===== src/rtl/commit_ctrl_pkg.sv =====
// -----------------------------------------------------------------------------
// commit_ctrl_pkg
//   Shared definitions for the dual-slot commit controller:
//     - FSM state encodings (RUN / FLUSHWAIT / IDLE)
//     - commit event kinds produced by the event selector
//     - 7-bit exception cause codes and parameter defaults
//     - slot_event(): per-slot event classification in priority order
// -----------------------------------------------------------------------------
package commit_ctrl_pkg;

    typedef enum logic [1:0] {
        ST_RUN       = 2'd0,
        ST_FLUSHWAIT = 2'd1,
        ST_IDLE      = 2'd2
    } state_e;

    typedef enum logic [2:0] {
        EV_NONE = 3'd0,
        EV_INT  = 3'd1,
        EV_EXCP = 3'd2,
        EV_ERTN = 3'd3,
        EV_IDLE = 3'd4
    } event_e;

    // Exception cause codes (ESTAT.Ecode)
    localparam logic [6:0] ECODE_INT  = 7'h00;
    localparam logic [6:0] ECODE_PIL  = 7'h01;
    localparam logic [6:0] ECODE_PIS  = 7'h02;
    localparam logic [6:0] ECODE_PIF  = 7'h03;
    localparam logic [6:0] ECODE_PME  = 7'h04;
    localparam logic [6:0] ECODE_PPI  = 7'h07;
    localparam logic [6:0] ECODE_ADE  = 7'h08;
    localparam logic [6:0] ECODE_ALE  = 7'h09;
    localparam logic [6:0] ECODE_SYS  = 7'h0B;
    localparam logic [6:0] ECODE_BRK  = 7'h0C;
    localparam logic [6:0] ECODE_INE  = 7'h0D;
    localparam logic [6:0] ECODE_IPE  = 7'h0E;
    localparam logic [6:0] ECODE_FPD  = 7'h0F;
    localparam logic [6:0] ECODE_TLBR = 7'h3F;

    localparam logic [6:0]  INT_CAUSE_DEFAULT = ECODE_INT;
    localparam logic [31:0] PC_INC_DEFAULT    = 32'd4;

    // Classify one slot. An invalid slot never carries an event; the
    // interrupt is attached to the oldest valid instruction it meets.
    function automatic event_e slot_event(
        input logic valid,
        input logic int_ok,
        input logic excp,
        input logic ertn,
        input logic idle
    );
        event_e ev;
        ev = EV_NONE;
        if (valid) begin
            if (int_ok)    ev = EV_INT;
            else if (excp) ev = EV_EXCP;
            else if (ertn) ev = EV_ERTN;
            else if (idle) ev = EV_IDLE;
        end
        return ev;
    endfunction

endpackage


===== src/rtl/commit_ctrl_event_sel.sv =====
// -----------------------------------------------------------------------------
// commit_event_sel
//   Combinational event picker for the two commit slots. Slot 0 is older and
//   is examined first; the first slot carrying an event wins.
//   Ports:
//     valid[1:0]      per-slot valid (already bubble-masked by the caller)
//     int_ok          interrupt pending and globally enabled
//     excp/ertn/idle  per-slot event flags
//     ev_slot         index of the winning slot (0 when ev_type is EV_NONE)
//     ev_type         kind of event taken
//     kill_mask[1:0]  slots whose architectural writes must be suppressed
// -----------------------------------------------------------------------------
module commit_event_sel
    import commit_ctrl_pkg::*;
(
    input  logic [1:0] valid,
    input  logic       int_ok,
    input  logic [1:0] excp,
    input  logic [1:0] ertn,
    input  logic [1:0] idle,
    output logic       ev_slot,
    output event_e     ev_type,
    output logic [1:0] kill_mask
);

    event_e ev0;
    event_e ev1;

    always_comb begin
        ev0       = slot_event(valid[0], int_ok, excp[0], ertn[0], idle[0]);
        ev1       = slot_event(valid[1], int_ok, excp[1], ertn[1], idle[1]);
        ev_slot   = 1'b0;
        ev_type   = EV_NONE;
        kill_mask = 2'b00;

        if (ev0 != EV_NONE) begin
            ev_slot = 1'b0;
            ev_type = ev0;
        end else if (ev1 != EV_NONE) begin
            ev_slot = 1'b1;
            ev_type = ev1;
        end

        // Traps squash the faulting slot itself; ertn/idle complete and only
        // squash what is younger than them.
        case (ev_type)
            EV_INT, EV_EXCP: kill_mask = ev_slot ? 2'b10 : 2'b11;
            EV_ERTN, EV_IDLE: kill_mask = ev_slot ? 2'b00 : 2'b10;
            default:          kill_mask = 2'b00;
        endcase
    end

endmodule


===== src/rtl/commit_ctrl.sv =====
// -----------------------------------------------------------------------------
// commit_ctrl
//   Dual-slot commit controller placed right after the write-back register.
//   Decides which slots retire, converts interrupt/exception/ertn/idle into a
//   single flush + redirect with the matching CSR update pulse, and gates the
//   register-file / CSR / LLbit writes of everything younger than a trap.
//   All outputs are registered: one cycle from inputs to outputs.
//
//   Valid/ready: there is no back-pressure. commit_valid qualifies a slot in
//   the cycle it is presented; pause_mem=1 turns the cycle into a bubble.
//
//   Ports:
//     clk, rst                   clock, synchronous active-high reset
//     commit_valid[1:0]          per-slot valid
//     excp_valid[1:0]            per-slot exception flag
//     excp_cause1/2, commit_pc1/2, commit_addr1/2   per-slot trap data
//     commit_ertn/commit_idle    per-slot ertn / idle flags
//     reg_we_in/csr_we_in/llbit_in   per-slot write enables to be gated
//     int_pending, crmd_ie       interrupt request and global enable
//     csr_eentry, csr_era        trap entry / return addresses
//     pause_mem                  memory stall (inputs are a bubble)
//     reg_we_out/csr_we_out/llbit_out   gated enables
//     flush, redirect_pc         flush pulse and fetch target
//     excp_we, era_out, cause_out, badv_out   trap CSR update pulse + data
//     ertn_we                    CRMD restore pulse
//     idle_stall                 front-end hold while idling
// -----------------------------------------------------------------------------
module commit_ctrl
    import commit_ctrl_pkg::*;
#(
    parameter logic [6:0]  INT_CAUSE = INT_CAUSE_DEFAULT,
    parameter logic [31:0] PC_INC    = PC_INC_DEFAULT
) (
    input  logic        clk,
    input  logic        rst,
    input  logic [1:0]  commit_valid,
    input  logic [1:0]  excp_valid,
    input  logic [6:0]  excp_cause1,
    input  logic [6:0]  excp_cause2,
    input  logic [31:0] commit_pc1,
    input  logic [31:0] commit_pc2,
    input  logic [31:0] commit_addr1,
    input  logic [31:0] commit_addr2,
    input  logic [1:0]  commit_ertn,
    input  logic [1:0]  commit_idle,
    input  logic [1:0]  reg_we_in,
    input  logic [1:0]  csr_we_in,
    input  logic [1:0]  llbit_in,
    input  logic        int_pending,
    input  logic        crmd_ie,
    input  logic [31:0] csr_eentry,
    input  logic [31:0] csr_era,
    input  logic        pause_mem,
    output logic [1:0]  reg_we_out,
    output logic [1:0]  csr_we_out,
    output logic [1:0]  llbit_out,
    output logic        flush,
    output logic [31:0] redirect_pc,
    output logic        excp_we,
    output logic [31:0] era_out,
    output logic [6:0]  cause_out,
    output logic [31:0] badv_out,
    output logic        ertn_we,
    output logic        idle_stall
);

    // FSM state, kept as a named signal for observation
    state_e      state_q;
    state_e      state_d;
    logic [31:0] idle_pc_q;
    logic [31:0] idle_pc_d;

    logic [1:0]  valid;
    logic        int_ok;
    logic        ev_slot;
    event_e      ev_type;
    logic [1:0]  kill_mask;
    logic [31:0] ev_pc;
    logic [31:0] ev_addr;
    logic [6:0]  ev_cause;

    logic [1:0]  reg_we_d;
    logic [1:0]  csr_we_d;
    logic [1:0]  llbit_d;
    logic        flush_d;
    logic [31:0] redirect_d;
    logic        excp_we_d;
    logic [31:0] era_d;
    logic [6:0]  cause_d;
    logic [31:0] badv_d;
    logic        ertn_we_d;
    logic        idle_stall_d;

    // A stalled cycle is a bubble: nothing in it can retire or trap.
    assign valid  = commit_valid & ~{2{pause_mem}};
    assign int_ok = int_pending & crmd_ie;

    commit_event_sel u_event_sel (
        .valid     (valid),
        .int_ok    (int_ok),
        .excp      (excp_valid),
        .ertn      (commit_ertn),
        .idle      (commit_idle),
        .ev_slot   (ev_slot),
        .ev_type   (ev_type),
        .kill_mask (kill_mask)
    );

    assign ev_pc    = ev_slot ? commit_pc2   : commit_pc1;
    assign ev_addr  = ev_slot ? commit_addr2 : commit_addr1;
    assign ev_cause = ev_slot ? excp_cause2  : excp_cause1;

    always_comb begin
        state_d      = state_q;
        idle_pc_d    = idle_pc_q;
        reg_we_d     = 2'b00;
        csr_we_d     = 2'b00;
        llbit_d      = 2'b00;
        flush_d      = 1'b0;
        redirect_d   = 32'd0;
        excp_we_d    = 1'b0;
        era_d        = 32'd0;
        cause_d      = 7'd0;
        badv_d       = 32'd0;
        ertn_we_d    = 1'b0;
        idle_stall_d = 1'b0;

        case (state_q)
            ST_RUN: begin
                reg_we_d = reg_we_in & valid & ~kill_mask;
                csr_we_d = csr_we_in & valid & ~kill_mask;
                llbit_d  = llbit_in  & valid & ~kill_mask;
                case (ev_type)
                    EV_INT: begin
                        excp_we_d  = 1'b1;
                        era_d      = ev_pc;
                        cause_d    = INT_CAUSE;
                        flush_d    = 1'b1;
                        redirect_d = csr_eentry;
                        state_d    = ST_FLUSHWAIT;
                    end
                    EV_EXCP: begin
                        excp_we_d  = 1'b1;
                        era_d      = ev_pc;
                        cause_d    = ev_cause;
                        badv_d     = ev_addr;
                        flush_d    = 1'b1;
                        redirect_d = csr_eentry;
                        state_d    = ST_FLUSHWAIT;
                    end
                    EV_ERTN: begin
                        ertn_we_d  = 1'b1;
                        flush_d    = 1'b1;
                        redirect_d = csr_era;
                        state_d    = ST_FLUSHWAIT;
                    end
                    EV_IDLE: begin
                        idle_stall_d = 1'b1;
                        flush_d      = 1'b1;
                        redirect_d   = ev_pc + PC_INC;
                        idle_pc_d    = ev_pc;
                        state_d      = ST_IDLE;
                    end
                    default: ;
                endcase
            end

            // Drops the bundle already in flight behind the flushing one.
            // A stalled cycle is not that bundle, so the wait is held.
            ST_FLUSHWAIT: begin
                if (!pause_mem) state_d = ST_RUN;
            end

            // Wake-up does not need a committing instruction, so it is taken
            // even through a memory stall. Return point is after the idle.
            ST_IDLE: begin
                idle_stall_d = 1'b1;
                if (int_ok) begin
                    idle_stall_d = 1'b0;
                    excp_we_d    = 1'b1;
                    era_d        = idle_pc_q + PC_INC;
                    cause_d      = INT_CAUSE;
                    flush_d      = 1'b1;
                    redirect_d   = csr_eentry;
                    state_d      = ST_FLUSHWAIT;
                end
            end

            default: state_d = ST_RUN;
        endcase
    end

    always_ff @(posedge clk) begin
        if (rst) begin
            state_q     <= ST_RUN;
            idle_pc_q   <= 32'd0;
            reg_we_out  <= 2'b00;
            csr_we_out  <= 2'b00;
            llbit_out   <= 2'b00;
            flush       <= 1'b0;
            redirect_pc <= 32'd0;
            excp_we     <= 1'b0;
            era_out     <= 32'd0;
            cause_out   <= 7'd0;
            badv_out    <= 32'd0;
            ertn_we     <= 1'b0;
            idle_stall  <= 1'b0;
        end else begin
            state_q     <= state_d;
            idle_pc_q   <= idle_pc_d;
            reg_we_out  <= reg_we_d;
            csr_we_out  <= csr_we_d;
            llbit_out   <= llbit_d;
            flush       <= flush_d;
            redirect_pc <= redirect_d;
            excp_we     <= excp_we_d;
            era_out     <= era_d;
            cause_out   <= cause_d;
            badv_out    <= badv_d;
            ertn_we     <= ertn_we_d;
            idle_stall  <= idle_stall_d;
        end
    end

endmodule


===== config.mk =====
export PLATFORM = sky130hd
export DESIGN_NAME = commit_ctrl
export DESIGN_NICKNAME = d
export VERILOG_FILES = /design/src/rtl/commit_ctrl_pkg.sv /design/src/rtl/commit_ctrl_event_sel.sv /design/src/rtl/commit_ctrl.sv
export SDC_FILE = /design/constraint.sdc
export NUM_CORES = 1
export LEC_CHECK = 0
export CORE_MARGIN = 4
export CORE_UTILIZATION = 45
export DETAILED_ROUTE_END_ITERATION = 7
export PLACE_DENSITY_LB_ADDON = 0.12
export SLEW_MARGIN = 25
export SYNTH_ARGS = -nofsm -noshare
export SYNTH_HDL_FRONTEND = slang
export SYNTH_SLANG_ARGS = --single-unit

===== constraint.sdc =====
create_clock -name clk -period 11.41 [get_ports clk]
set_clock_uncertainty 0.1 [all_clocks]
set_input_delay 1.7115 -clock clk [delete_from_list [all_inputs] [get_ports clk]]
set_output_delay 1.7115 -clock clk [all_outputs]
set_load 0.01 [all_outputs]

==> impl_metrics.ini <==
[run_status]
run_status = completed

[min_path]
min_delay_worst_endpoint = idle_pc_q[30]$_SDFFE_PP0P_
min_from = idle_pc_q[30]$_SDFFE_PP0P_
class_of_the_tightest_hold_or_removal_check = register to register
whs_path_depth = 2

[cells_and_area]
layout-drive-gt1-share_pct = 4.75
areaGrowthSynthToFinish_pct = 57.2
layout.cell_area.non_filler_um2 = 11400
final_net_count = 1436
leading_cell_types_in_the_layout_fill_and_taps_excluded = sky130_fd_sc_hd__clkdlybuf4s50_1, sky130_fd_sc_hd__dfxtp_1, sky130_fd_sc_hd__nand2_1
final_common_cell = sky130_fd_sc_hd__clkdlybuf4s50_1
finalCoreUtilization_pct = 71.9

[grt]
globalRouteOverflowTotal = 0
grt.total_usage_pct = 30.8
grt_first_pass_wirelength_um = 43200
grt_antenna_before_repair = 1
number_of_global_route_vias_before_repair = 7605
grt_start_max_net_pins = 91

[floorplan]
initial_utilization_pct = 45.8
dieHeight_um = 135
die_area_um2 = 18200
floorplan.die.width_um = 135
boundaryPins = 338
cell_rows = 46
core_area_um2 = 15800

[clock_tree]
cts.hold.buffers_added = 0
cts_max_path_buffers = 2
post_cts_resize_count = 0
cts_tree = done
cts.htree.levels = 4
sink_count_of_the_clock_tree = 147
insertion_delay_ns = 0.43
tritoncts.num_buffers = 17
clock-root-buffer = sky130_fd_sc_hd__clkbuf_16
cts_post_setup_buffers_inserted = 0
path_clk_slew_ns = 0.06

[power]
clock_power_share_pct = 42.4
power.share.sequential_pct = 38.3
power_switching_share_pct = 26.5
cell_internal_pwr_mw = 1.06
combPwrFrac_pct = 19.3
p_switching_mw = 0.380
power.density_nw_per_um2 = 126
cellLeakagePower_nw = 4.13
worst_ir_drop_vdd_v = 0.000101

[sta]
slew_headroom_pct = 41.7
fin_setup_tns_ns = 0
drv_slew = 0
worst_pin_slew_ns = 0.872
setup_viol = 0
worst_hold_slack_ns = 0.399
setup_slack_ns = 5.94
fin_crit_ns = 5.47
period_utilization_pct = 47.9
rsz0062_at_grt = false
finalHoldViolCount = 0
achievable-frequency_mhz = 183

[setup_path]
path_buf_inv = 3
endpoint_kind = register
flop2flop_setup_slack_ns = 8.36
critPathTopFamily = compound AO/OA/AOI/OAI gates
critical_path_class = input pin to register
count_of_cells_along_the_worst_register_to_register_path = 7
slowest_stage = sky130_fd_sc_hd__buf_6
worst-endpoint-required_ns = 11.60
path_max_fanout = 90
cp_data_arrival_time_ns = 5.66
critPathMaxStageDelay_ns = 0.64
crit_path_start_kind = input pin
path_cells = clkdlybuf4s50_1 > a2111o_1 > a211oi_4 > buf_6 > mux2i_1 > inv_1 > ha_1 > nand2_1 > nor3_1 > nand3_1 > a211oi_1 > xnor2_1 > a222oi_1 > nor2_1
critical_path_cell_count = 14
critical_path.startpoint = crmd_ie
critical_path.reg2reg.endpoint = redirect_pc[18]$_SDFF_PP0_
reg2reg_from = state_q[1]$_SDFFE_PP0P_

[drt]
ant_nets = 0
route.final.wire_length_um = 28900
drt_pre_antenna_iters = 8
route.detailed.drc = 0
vias = 8046
wl_per_cell_um = 20.1
drt_iter0_markers = 609
drt-vias-per-instance = 5.59

[place]
portBuffers = 337
gpl.final_weighted_congestion = 0.927
dp_slack_ns = 5.34
post-dp-hpwl_um = 22100
postPlaceCellArea_um2 = 10700

[logic_synthesis]
yosys_warnings = 0
async_flop_share_pct = 0
area_share_of_the_largest_cell_type_after_synthesis_pct = 40.6
synth.largest_area_cell = sky130_fd_sc_hd__dfxtp_1
post_synth_main_area_contributors = sky130_fd_sc_hd__dfxtp_1, sky130_fd_sc_hd__nand2_1, sky130_fd_sc_hd__nor2_1
synth-edff-count = 0
synth_cell_types = 57
synth.avg_cell_area_um2 = 8.04
synthesis.instances = 901
synth_sequential_area_ratio_pct = 40.6
netlist_area_um2 = 7240
dominantRegCellSynth = sky130_fd_sc_hd__dfxtp_1
yosys_register_bits = 147
mappedNetlistNets = 1128

[job]
drv.max_cap_violation_count = 0
## cells by family after synthesis
kind of cell	synth area share, %
multiplexers	6.05
XOR/XNOR	6.17
flip-flops	40.6
adder cells (fa/ha/maj)	0.345
AND/OR/NAND/NOR	23.3
AO/OA/AOI/OAI	19.5
buffers and inverters	4.01
## area by class of cell
| class | count | area (um2) |
|---|---|---|
| fillers | 1277 | 4450 |
| flip-flops and latches | 147 | 2940 |
| inverters | 14 | 52.6 |
| repair buffers | 345 | 3440 |
| clock buffers | 18 | 439 |
| diodes | 1 | 2.50 |
| well taps | 216 | 270 |
| multi-input cells | 684 | 4040 |
| clock inverters | 14 | 200 |
## power by group through the flow
stage	clock network, mW	logic [mW]	registers (mW)
floorplan	0	0.108	0.567
global placement	0	0.272	0.560
detailed placement	0	0.274	0.561
CTS	0.613	0.276	0.549
global route	0.636	0.296	0.552
finish	0.609	0.277	0.550
## flip-flops by register name, summed over array words and instances, names as in the netlist
| signal | flops |
|---|---|
| badv_out | 32 |
| cause_out | 7 |
| csr_we_out | 2 |
| era_out | 32 |
| ertn_we | 1 |
| excp_we | 1 |
| flush | 1 |
| idle_pc_q | 32 |
| idle_stall | 1 |
| llbit_out | 2 |
| redirect_pc | 32 |
| reg_we_out | 2 |
| state_q | 2 |
## worst register-to-register path, stage by stage (launching register included)
cell	delay [ns]
sky130_fd_sc_hd__dfxtp_1	0.58
sky130_fd_sc_hd__nor2_1	0.30
sky130_fd_sc_hd__and3_1	0.27
sky130_fd_sc_hd__mux2i_1	0.18
sky130_fd_sc_hd__buf_4	0.28
sky130_fd_sc_hd__nand2_1	0.56
sky130_fd_sc_hd__a222oi_1	0.55
sky130_fd_sc_hd__nor2_1	0.09
## per-stage QoR
| stage | instances | total power, mW |
|---|---|---|
| final | 1439 | 1.44 |
| after detailed placement | 1406 | 0.834 |
| after CTS | 1438 | 1.44 |
| after floorplan | 901 | 0.675 |
| after global placement | 1406 | 0.832 |
| after global routing | 1439 | 1.48 |
## worst max path at each step
stage,endpoint
CTS,redirect_pc[28]$_SDFF_PP0_
detailed placement,redirect_pc[28]$_SDFF_PP0_
global route,redirect_pc[22]$_SDFF_PP0_
floorplan,redirect_pc[28]$_SDFF_PP0_
finish,redirect_pc[28]$_SDFF_PP0_
global placement,redirect_pc[28]$_SDFF_PP0_
## Yosys cell counts, types with 14 or more instances
cell / number
sky130_fd_sc_hd__dfxtp_1: 147
sky130_fd_sc_hd__nand2_1: 141
sky130_fd_sc_hd__nor2_1: 119
sky130_fd_sc_hd__a21oi_1: 74
sky130_fd_sc_hd__mux2i_1: 37
sky130_fd_sc_hd__a211oi_1: 36
sky130_fd_sc_hd__clkbuf_1: 36
sky130_fd_sc_hd__nand3_1: 33
sky130_fd_sc_hd__xnor2_1: 31
sky130_fd_sc_hd__a22oi_1: 22
sky130_fd_sc_hd__xor2_1: 20
sky130_fd_sc_hd__nor3_1: 18
sky130_fd_sc_hd__o21ai_0: 17
sky130_fd_sc_hd__and3_1: 16
sky130_fd_sc_hd__nand4_1: 16
sky130_fd_sc_hd__inv_1: 14
## routing by layer
| layer | track usage (%) | share of wire, % |
|---|---|---|
| met5 | 0 | 0 |
| met4 | 15.3 | 4.7 |
| met3 | 8.23 | 9.1 |
| met2 | 53.2 | 50 |
| met1 | 35.0 | 37 |
Power figures use the tool's default switching activity.
==> RTL change: new RTL, config.mk and constraints unchanged <==
The 3 states of `state_e` get a one-hot encoding in 3 bits.
--- a/src/rtl/commit_ctrl_pkg.sv
+++ b/src/rtl/commit_ctrl_pkg.sv
@@ -8,10 +8,10 @@
 // -----------------------------------------------------------------------------
 package commit_ctrl_pkg;
 
-    typedef enum logic [1:0] {
-        ST_RUN       = 2'd0,
-        ST_FLUSHWAIT = 2'd1,
-        ST_IDLE      = 2'd2
+    typedef enum logic [2:0] {
+        ST_RUN       = 3'b001,
+        ST_FLUSHWAIT = 3'b010,
+        ST_IDLE      = 3'b100
     } state_e;
 
     typedef enum logic [2:0] {
Check against the original RTL: same outputs for any inputs over 4 cycles, from zero or initial values and one cycle with rst high; so few cycles prove little.
==> RTL change against the unedited design <==
  * Synthesized cell count shrank 4.7%
  * Critical endpoint is now redirect_pc[24]
  * Wire length fell by 0.39%
  * Critical path type unchanged
  * Largest cell class unchanged
  * Sequential cell count grew 1
  * Worst setup slack worse by 0.051 ns
  * Area after synthesis grew 0.86%
  * Final area up 0.13%
  * Total power decreased by 0.54%
==> RTL change: results <==
[status]
status = finished, final reports clean

[placed_design]
hpwl_mm = 22.0
place_congestion = 0.903
dp_worst_setup_slack_ns = 5.50

[logic_synthesis]
synth_nets = 1086
synth_cell_type_count = 61
synth-seq-area-share_pct = 40.6
synth_common_cells = dfxtp_1, nand2_1, nor2_1, a21oi_1
avgSynthCellArea_sq_um = 8.50
synth_area_leaders = dfxtp_1, nand2_1, nor2_1

[setup_path]
r2r_end = redirect_pc[5]
critPathMaxFanout = 47
ff2ff_setup_slack_ns = 8.51
arrival_ns = 5.71
crit_slowest_cell = o211a_4

[min_path]
hold_start = idle_pc_q[1]
holdPathEnd = idle_pc_q[1]

[power_and_ir_drop]
p_sw_share_pct = 26.1
vdd_ir_drop_max_uv = 111
total_leakage_power_nw = 4.10
clockPowerShare_pct = 40.7
power.total_w = 0.00143

[global_routing]
grt_max_degree = 71
grt_first_pass_wirelength_mm = 42.4
antenna_found_initial = 0
track_usage_pct = 29.8

[detailed_routing]
drtIter0Drc = 828
via_count = 7803
wl_mm = 28.8

[final_layout]
fillers = 1249
drive_gt1_share_pct = 5.48
antennaDiodeCount = 0
final_cells = 1402

[sta]
relSlewSlack_pct = 35.2
[RTL change: worst min-delay path, cell delays in order (launching register included)]
cell and delay, ns:
dfxtp_1 0.31, nor2_1 0.09, a211oi_1 0.05
[RTL change: cells by family after synthesis]
| kind of cell | after synthesis | share of synthesized area, % |
|---|---|---|
| buf+inv | 55 | 3.58 |
| fa+ha+maj | 2 | 0.343 |
| mux | 38 | 5.34 |
| simple gates | 350 | 22.7 |
| xor+xnor | 59 | 7.07 |
| compound gates | 207 | 20.4 |
| flops | 148 | 40.6 |
[RTL change: routing by layer]
| layer | track usage, % | vias to the layer above | share of wire (%) |
|---|---|---|---|
| met3 | 6.17 | 53 | 7.6 |
| met1 | 36.8 | 3625 | 40 |
| met2 | 51.1 | 382 | 49 |
| li1 | - | 3743 | - |
| met4 | 11.0 | 0 | 3.0 |
| met5 | 0 | - | 0 |
[RTL change: how the worst max path moves through the flow]
stage,from,slack [ns],cells after the start,to
6_report,int_pending,5.89,13,redirect_pc[24]
4_1_cts,int_pending,5.94,13,redirect_pc[24]
3_5_place_dp,int_pending,5.50,13,redirect_pc[24]
5_1_grt,int_pending,5.58,13,redirect_pc[24]
3_3_place_gp,int_pending,5.64,13,redirect_pc[24]
2_1_floorplan,int_pending,6.62,15,redirect_pc[24]
[RTL change: final cells by class]
class / instances / share of cell area, %
inverter: 7 / 0.231
timing repair buffer: 345 / 30.1
multi-input combinational: 656 / 36.0
sequential: 148 / 26.0
clock buffer: 22 / 4.16
clock inverter: 8 / 1.10
tap: 216 / 2.37
[RTL change: stage by stage]
step | util [%] | hold slack (ns)
6_report | 71.7 | 0.405
5_1_grt | 71.7 | 0.432
4_1_cts | 71.7 | 0.403
3_5_place_dp | 68.0 | 0.391
3_3_place_gp | 68.0 | 0.385
2_1_floorplan | - | 0.360
